## config.mk

```make
export PLATFORM = sky130hd
export DESIGN_NAME = cache_dir_arbiter_flat
export DESIGN_NICKNAME = d
export VERILOG_FILES = /design/src/rtl/cache_dir_arbiter_if.sv /design/src/rtl/cache_dir_arbiter.sv /design/src/flat_wrapper.sv
export SDC_FILE = /design/constraint.sdc
export NUM_CORES = 1
export LEC_CHECK = 0
export CORE_UTILIZATION = 35
export DETAILED_ROUTE_END_ITERATION = 10
export PLACE_DENSITY_LB_ADDON = 0.15
export SLEW_MARGIN = 20
export SYNTH_ARGS = -nofsm -noshare
export SYNTH_HDL_FRONTEND = slang
export SYNTH_SLANG_ARGS = --single-unit
```

## constraint.sdc

```tcl
create_clock -name clk -period 2.45 [get_ports clk]
set_clock_uncertainty 0.2 [all_clocks]
set_input_delay 0.245 -clock clk [delete_from_list [all_inputs] [get_ports clk]]
set_output_delay 0.245 -clock clk [all_outputs]
set_load 0.01 [all_outputs]
```

## src/rtl/cache_dir_arbiter_if.sv

```systemverilog
// Directory port shared by the arbiter and the cache directory, plus the line-state encoding.
package cache_dir_pkg;
    typedef enum logic [1:0] {
        LS_I = 2'd0,
        LS_S = 2'd1,
        LS_E = 2'd2,
        LS_M = 2'd3
    } line_state_t;
endpackage

interface cache_dir_if #(
    parameter int ADDR_WIDTH = 32
);
    import cache_dir_pkg::*;

    logic [ADDR_WIDTH-1:0] addr;
    line_state_t           next_state;
    logic                  write;
    logic                  hit;
    line_state_t           current_state;

    // Arbiter side: drives lookup address and optional state update.
    modport req (output addr, next_state, write, input hit, current_state);
    // Directory side: answers the lookup combinationally, updates on write.
    modport dir (input addr, next_state, write, output hit, current_state);
endinterface

```

## src/rtl/cache_dir_arbiter.sv

```systemverilog
// Round-robin arbiter for a single cache directory port with per-requester lock.
// Each grant runs accept -> one ACCESS cycle -> held RESP; LOCKED keeps the
// grant with the same requester across transactions.
module cache_dir_arbiter
    import cache_dir_pkg::*;
#(
    parameter int ADDR_WIDTH = 32,
    parameter int NUM_REQ    = 2
) (
    input  logic                                clk,
    input  logic                                rst_n,
    input  logic        [NUM_REQ-1:0]           req_valid,
    output logic        [NUM_REQ-1:0]           req_ready,
    input  logic        [NUM_REQ-1:0][ADDR_WIDTH-1:0] req_addr,
    input  logic        [NUM_REQ-1:0]           req_write,
    input  line_state_t [NUM_REQ-1:0]           req_next_state,
    input  logic        [NUM_REQ-1:0]           req_lock,
    output logic        [NUM_REQ-1:0]           rsp_valid,
    input  logic        [NUM_REQ-1:0]           rsp_ready,
    output logic                                rsp_hit,
    output line_state_t                         rsp_state,
    cache_dir_if.req                            dir
);

    localparam int IDW = $clog2(NUM_REQ);

    typedef enum logic [1:0] {IDLE, ACCESS, RESP, LOCKED} state_t;

    state_t                r_state, w_next;
    logic [IDW-1:0]        r_ptr, r_id;
    logic [ADDR_WIDTH-1:0] r_addr;
    logic                  r_write, r_lock;
    line_state_t           r_ns;
    logic                  r_hit;
    line_state_t           r_rsp_state;

    logic                  w_found;
    logic [IDW-1:0]        w_win;
    logic [IDW-1:0]        w_sel;
    logic                  w_accept;

    // (base + off) mod NUM_REQ for off in [0, NUM_REQ).
    function automatic logic [IDW-1:0] wrap_add(input logic [IDW-1:0] base, input int off);
        int s;
        s = int'(base) + off;
        if (s >= NUM_REQ) s = s - NUM_REQ;
        return IDW'(s);
    endfunction

    // Round-robin pick: scanning offsets high to low so the smallest offset from r_ptr wins.
    always_comb begin
        w_found = 1'b0;
        w_win   = r_ptr;
        for (int i = NUM_REQ - 1; i >= 0; i--) begin
            if (req_valid[wrap_add(r_ptr, i)]) begin
                w_found = 1'b1;
                w_win   = wrap_add(r_ptr, i);
            end
        end
    end

    // In LOCKED only the lock owner can be accepted; otherwise the RR winner.
    assign w_sel = (r_state == LOCKED) ? r_id : w_win;

    // State register.
    always_ff @(posedge clk or negedge rst_n) begin
        if (!rst_n) r_state <= IDLE;
        else        r_state <= w_next;
    end

    // Next-state and handshake outputs.
    always_comb begin
        w_next    = r_state;
        req_ready = '0;
        rsp_valid = '0;
        w_accept  = 1'b0;
        case (r_state)
            IDLE: begin
                if (w_found) begin
                    req_ready[w_win] = 1'b1;
                    w_accept         = 1'b1;
                    w_next           = ACCESS;
                end
            end
            ACCESS: w_next = RESP;
            RESP: begin
                rsp_valid[r_id] = 1'b1;
                if (rsp_ready[r_id]) w_next = r_lock ? LOCKED : IDLE;
            end
            LOCKED: begin
                if (req_valid[r_id]) begin
                    req_ready[r_id] = 1'b1;
                    w_accept        = 1'b1;
                    w_next          = ACCESS;
                end
            end
            default: w_next = IDLE;
        endcase
    end

    // Payload latch on accept, RR pointer advance on unlocked grants only.
    always_ff @(posedge clk or negedge rst_n) begin
        if (!rst_n) begin
            r_ptr   <= '0;
            r_id    <= '0;
            r_addr  <= '0;
            r_write <= 1'b0;
            r_lock  <= 1'b0;
            r_ns    <= LS_I;
        end else if (w_accept) begin
            r_id    <= w_sel;
            r_addr  <= req_addr[w_sel];
            r_write <= req_write[w_sel];
            r_lock  <= req_lock[w_sel];
            r_ns    <= req_next_state[w_sel];
            if (r_state == IDLE) r_ptr <= wrap_add(w_win, 1);
        end
    end

    // Capture the pre-write lookup result during ACCESS; held through RESP.
    always_ff @(posedge clk or negedge rst_n) begin
        if (!rst_n) begin
            r_hit       <= 1'b0;
            r_rsp_state <= LS_I;
        end else if (r_state == ACCESS) begin
            r_hit       <= dir.hit;
            r_rsp_state <= dir.current_state;
        end
    end

    assign rsp_hit        = r_hit;
    assign rsp_state      = r_rsp_state;

    // Write strobe decoded from state so an async reset drops it immediately.
    assign dir.addr       = r_addr;
    assign dir.next_state = r_ns;
    assign dir.write      = (r_state == ACCESS) && r_write;

endmodule

```

## src/flat_wrapper.sv

```systemverilog
// flat-port wrapper written by rule: the top's interface ports become plain ports
module cache_dir_arbiter_flat import cache_dir_pkg::*;
#(
    parameter int ADDR_WIDTH = 32,
    parameter int NUM_REQ    = 2
)
  (clk, rst_n, req_valid, req_ready, req_addr, req_write, req_next_state, req_lock, rsp_valid, rsp_ready, rsp_hit, rsp_state, dir_addr, dir_next_state, dir_write, dir_hit, dir_current_state);
  cache_dir_if #(.ADDR_WIDTH(ADDR_WIDTH)) dir_i ();
  input  logic clk;
  input  logic rst_n;
  input  logic        [NUM_REQ-1:0] req_valid;
  output logic        [NUM_REQ-1:0] req_ready;
  input  logic        [NUM_REQ-1:0][ADDR_WIDTH-1:0] req_addr;
  input  logic        [NUM_REQ-1:0] req_write;
  input  line_state_t [NUM_REQ-1:0] req_next_state;
  input  logic        [NUM_REQ-1:0] req_lock;
  output logic        [NUM_REQ-1:0] rsp_valid;
  input  logic        [NUM_REQ-1:0] rsp_ready;
  output logic rsp_hit;
  output line_state_t rsp_state;
  output wire logic [$bits(dir_i.addr)-1:0] dir_addr;
  output wire logic [$bits(dir_i.next_state)-1:0] dir_next_state;
  output wire logic [$bits(dir_i.write)-1:0] dir_write;
  input wire logic [$bits(dir_i.hit)-1:0] dir_hit;
  input wire logic [$bits(dir_i.current_state)-1:0] dir_current_state;
  assign dir_addr = dir_i.addr;
  assign dir_next_state = dir_i.next_state;
  assign dir_write = dir_i.write;
  assign dir_i.hit = dir_hit;
  assign dir_i.current_state = dir_current_state;
  cache_dir_arbiter #(.ADDR_WIDTH(ADDR_WIDTH), .NUM_REQ(NUM_REQ)) u_core (.clk(clk), .rst_n(rst_n), .req_valid(req_valid), .req_ready(req_ready), .req_addr(req_addr), .req_write(req_write), .req_next_state(req_next_state), .req_lock(req_lock), .rsp_valid(rsp_valid), .rsp_ready(rsp_ready), .rsp_hit(rsp_hit), .rsp_state(rsp_state), .dir(dir_i));
endmodule
```

# Word-level counts from Yosys, hierarchy flattened
# Cells that the tools add are included.
# word_totals
in_bits	81
rom_bits	0
latch_bits	0
out_inout_bits	42
regBits	43
n_memories	0
mem_bits_rw	0
word_cells	76
# op_classes
magnitude_cmp	10
muxes	40
n_bitwise	0
n_addsub	5
reduce_logical	6
div_mod_pow	0
eq_ne	6
n_shift	0
multipliers	0
# ops
cell	n
$mux W32	2
$mux W1	24
$mux W2	9
$lt A1 B2 Y1 const B	5
$pmux W2 S4	1
$add A1 B1 Y2 const B	2
$eq A2 B2 Y1 const B	2
$ge A2 B2 Y1 const B	2
$ne A2 B1 Y1 const B	2
$pmux W2 S2	1
$logic_and A1 B1 Y1	3
$reduce_and A3 Y1	1
$sub A1 B1 Y1 const B	3
$demux W1 S1	2
$eq A2 B1 Y1 const B	1
$ge A1 B1 Y1 const B	2
$ge A1 B2 Y1 const B	1
$logic_not A2 Y1	1
$ne A2 B2 Y1 const B	1
$pmux W1 S2	1
$reduce_and A2 Y1	1

# Logic depth before layout (Yosys ltp)
# logic_depth
ltp_word	13
ltp_mapped	8
ltp_nobuf	6

# Worst setup path after synthesis
# No wires, ideal clock.
# synth_timing
kind	register -> register
startpoint	register u_core.r_state[0]
endpoint	register u_core.r_state[0]
path_stages_with_launch	7
arrival_ns	1.685
setup_slack_ns	0.440
path_buffers	1
required_time_ns	2.125
setup_time_ns	0.125
period_less_slack_ns	2.010
path_cell_list	dfrtp_1 -> ha_1 -> nand2_1 -> buf_4 -> o21ai_0 -> a221oi_2 -> mux2_2
# synth_via
elab_chain_len	3
word_cells_on_any_way	9
classes_between	eq/ne (6); mux (1); reduce/logical (2)
# synth_lines
item	line	text
start: declaration	cache_dir_arbiter.sv:29	state_t r_state, w_next;
start signal: assignment	cache_dir_arbiter.sv:68	else r_state <= w_next;
$eq A2 B2 Y1 or $logic_not A2 Y1 (tied branches)	cache_dir_arbiter.sv:77	case (r_state)
$ne A2 B2 Y1 (no line) or $ne A2 B1 Y1 (tied branches)	n/a	
$reduce_and A3 Y1 (no line)	n/a	
# Parallel ways exist; a longest one is shown, timed or not.
# A chain may end at the register's enable or synchronous reset.

# Final worst setup path
# layout_timing
startpoint	register u_core.r_state[1]
endpoint	output dir_write
# layout_via
elab_chain_len	2
# layout_lines
item	line	text
$eq A2 B1 Y1	cache_dir_arbiter.sv:137	assign dir.write = (r_state == ACCESS) && r_write;
$logic_and A1 B1 Y1	cache_dir_arbiter.sv:137	
end: declaration	flat_wrapper.sv:23	output wire logic [$bits(dir_i.write)-1:0] dir_write;
# Every way passes these cells.

==> PnR_summary.wiki <==
{| class="wikitable"
! Metric !! Value
|-
| Status || finished clean
|-
| Maximum single-stage delay on the critical path || 0.53 ns
|-
| Antenna violations before repair || 0
|-
| Per-instance average area after synthesis || 9.811 um2
|-
| Xor-xnor portion of the synthesized cell area || 0%
|-
| Worst setup margin || 0.2290 ns
|-
| Unrepaired setup endpoints after global routing || false
|-
| Register share of total power || a little over a quarter
|-
| Fraction of final layout cells with drive strength greater than 1 || 17.82%
|-
| Core area || between 6000 and 7000 um2
|-
| Type of element capturing the critical path || output pin
|-
| Cell internal pwr || about 2.8 mW
|-
| Switching component of the power || roughly 1.9 mW
|-
| Net switching share of the total power || 41.02%
|-
| Inserted Diodes || 0
|-
| Residual antenna-violating net count after detailed routing || 0
|-
| Most used flip-flop cell after synthesis || sky130_fd_sc_hd__dfrtp_1
|-
| Share of synthesized cell area in and, or, nand and nor gates || 18.54%
|-
| Cells after Synth || 258
|-
| Number of distinct library cells after synthesis || 32
|-
| Multiplexer share of the synthesized area || 2.966%
|-
| Hold Path Class || in -> async
|-
| Overflow left after global routing || 0
|-
| Clock slew seen by the registers of the worst setup and hold paths || 0.09 ns
|-
| Critical Path Start Type || register
|-
| Number of DRC violations after detailed-routing iteration 0 || between 100 and 150
|-
| H-tree depth || 2
|-
| Post-synthesis sequential area ratio || 42.51%
|-
| Floorplan row count || 30
|-
| Via/cell ratio || 5.176
|-
| Areal power density over the cells || 1199 nW/um2
|-
| Synthesis-to-layout area growth || 55.76%
|-
| Peak ir drop on the vdd network || 423.6 uV
|-
| Synth Area in Adders || between 1.5 and 2%
|-
| Pin count of the biggest net entering global routing || 44
|-
| Filler Cells Inserted || 646
|-
| Wire length of the first global-routing pass || about 12000 um
|-
| Routed WL per cell || 15.76 um
|-
| Number of global-route vias before repair || 2388
|-
| Final cell count without fillers || 472
|-
| Main combinational cell family by area after synthesis || compound AO/OA/AOI/OAI gates
|-
| # nets final || 460
|-
| Synth Area in Compound Gates || 28.08%
|-
| Syn_nets || 343
|-
| Tightest Pin Transition || ~1.1 ns
|-
| I/O pin count || between 100 and 150
|-
| Placed wire-length estimate after detailed placement || slightly below 5000 um
|-
| Final cycle utilization of the critical path || between 90% and 100%
|-
| Wirelength, routed || 7438 um
|-
| Leading cell type in the layout, fill and taps excluded || sky130_fd_sc_hd__clkdlybuf4s50_1
|-
| Total power || 4.728 mW
|-
| Part of the power in the clock network || 9.7%
|-
| Worst slack at placement || -0.03951 ns
|-
| Family with the most delay on the worst path || buffers and inverters
|-
| Max Clk Rate || approximately 450 MHz
|-
| Post-route design area || approximately 3900 um2
|-
| Data required time at the worst endpoint || 2.01 ns
|-
| Slowest stage cell on the critical path || sky130_fd_sc_hd__clkdlybuf4s50_1
|-
| Cell-by-cell listing of the critical path || inv_1, ha_1, and2_1, clkdlybuf4s50_1
|-
| Number of synthesized flops with an enable pin || 0
|-
| # clock sinks || 43
|-
| Final routed DRC violation total || 0
|-
| Biggest fanout along the worst timing path || 5
|-
| Critical Path AT || 1.78 ns
|-
| Number of synthesized register bits || between 40 and 50
|-
| Area of the die || 7576 um2
|-
| Area after detailed placement || 3829 um2
|-
| Vias || 2443
|-
| Cell leakage power || ~1.5 nW
|-
| Slew Limit Fails || 0
|-
| Die Wd || 87.04 um
|-
| Number of buffers on the longest clock path || 2
|-
| Total routing resource utilization after global routing || 20.26%
|-
| Mapped Area || 2531 um2
|-
| Cts bufs inserted || 5
|-
| Number of placed cells counting well taps || 462
|-
| Slew Limit Headroom || 29.53%
|-
| Final Setup Violations || 0
|-
| Final GP Congestion || approximately 0.76
|-
| DRT Pass-1 Iters || 4
|-
| Logic gate share of total power || 63.0%
|-
| Commonest cells after routing, fill and taps aside || sky130_fd_sc_hd__clkdlybuf4s50_1, sky130_fd_sc_hd__dfrtp_1, sky130_fd_sc_hd__o21ai_0
|-
| CTS tree || done
|-
| Final hold viol count || 0
|-
| Clock network latency to the later pin of the worst-skew pair || 0.30 ns
|-
| Max-cap violations || 0
|-
| IO Port Bufs || 122
|-
| Post-synthesis async set-or-reset flop share || 100.0%
|-
| Crit path buf inv count || 2
|-
| Chip height || about 87 um
|-
| Post-layout min period || 2.221 ns
|-
| Clock Tree Root || sky130_fd_sc_hd__clkbuf_8
|-
| Worst Path Class, Setup || reg -> out
|-
| Starting Density || 36.65%
|-
| Yosys warning count || 0
|}
## power groups by stage
| stage | combinational (mW) | sequential, mW | clock (mW) |
|---|---|---|---|
| floorplan | 1.71 | 1.44 | 0 |
| global placement | 2.95 | 1.30 | 0 |
| detailed placement | 2.99 | 1.32 | 0 |
| CTS | 3.02 | 1.30 | 0.471 |
| global route | 3.26 | 1.34 | 0.500 |
| finish | 2.98 | 1.29 | 0.458 |
## final cells by class
| class | count | area [um2] | area share (%) |
|---|---|---|---|
| clock buffer | 5 | 68.82 | 1.745 |
| clock inverter | 3 | 20.02 | 0.5078 |
| inverter | 6 | 22.52 | 0.5712 |
| multi-input combinational | 186 | 1321 | 33.51 |
| sequential | 43 | 1076 | 27.29 |
| tap | 96 | 120.1 | 3.047 |
| timing repair buffer | 133 | 1314 | 33.32 |
## logic make-up (layout without fill, tap and decap cells)
kind of cell / after synthesis / count (layout)
compound gates: 84 / 84
fa+ha+maj: 4 / 4
buf+inv: 29 / 147
flops: 43 / 43
mux: 7 / 7
simple gates: 91 / 91
## repair_timing
action / in CTS / in global routing
setup endpoints to repair: 2 / 0
endpoints found under the hold margin: 43 / 0
resized for setup: 5 / 0
buffers inserted: 1 / 0
hold buffers: 1 / 0
## synth_stat cells (3+ instances only)
library cell	number	area [um2]
sky130_fd_sc_hd__inv_1	4	15.01
sky130_fd_sc_hd__buf_2	6	30.03
sky130_fd_sc_hd__mux2i_1	3	30.03
sky130_fd_sc_hd__nand2b_1	4	25.02
sky130_fd_sc_hd__clkbuf_1	12	45.04
sky130_fd_sc_hd__a31oi_2	30	375.4
sky130_fd_sc_hd__ha_1	4	50.05
sky130_fd_sc_hd__o21ai_0	38	190.2
sky130_fd_sc_hd__a31oi_1	6	37.54
sky130_fd_sc_hd__buf_6	4	45.04
sky130_fd_sc_hd__nand2_1	6	22.52
sky130_fd_sc_hd__mux2_2	4	45.04
sky130_fd_sc_hd__dfrtp_1	43	1076
sky130_fd_sc_hd__nor3_1	36	180.2
sky130_fd_sc_hd__nand3_1	36	180.2
## path summary, 6_finish.rpt
kind | start | endpoint | slack, ns | cells after the start
setup / recovery | u_core.r_state[1] | dir_write | 0.23 | 4
hold / removal | rst_n | u_core.dir.addr[19] | 0.28 | 2
setup reg to reg | u_core.r_ptr | u_core.dir.addr[13] | 0.26 | 4
hold reg to reg | u_core.rsp_state[1] | u_core.rsp_state[1] | 0.32 | 1
max in group asynchronous | rst_n | u_core.dir.addr[18] | 1.37 | 2
min in group clk | req_addr[49] | u_core.dir.addr[17] | 0.31 | 3
## routing by layer
layer	wire length [um]	part of all wire, %	GRT usage (%)	vias to the layer above
li1	-	-	-	1193
met1	3269	44	26.06	1157
met2	3586	48	34.07	85
met3	476	6.4	4.360	8
met4	105	1.4	6.061	0
met5	0	0	0	-
## state kept, by name, indices dropped and copies added, names as in the netlist
| register | count |
|---|---|
| u_core.r_state | 2 |
| u_core.dir.addr | 32 |
| u_core.r_id | 1 |
| u_core.dir.next_state | 2 |
| u_core.rsp_hit | 1 |
| u_core.r_lock | 1 |
| u_core.rsp_state | 2 |
| u_core.r_ptr | 1 |
| u_core.r_write | 1 |
## per-stage QoR
stage	hold WS (ns)	TNS [ns]	util (%)
after CTS	0.3132	0	57.05
after floorplan	-0.2506	0	-
after global placement	0.2727	0	55.43
after detailed placement	0.2789	-0.09805	55.43
final	0.2827	0	57.08
after global routing	0.3249	0	57.08
Power figures use the tool's default switching activity.
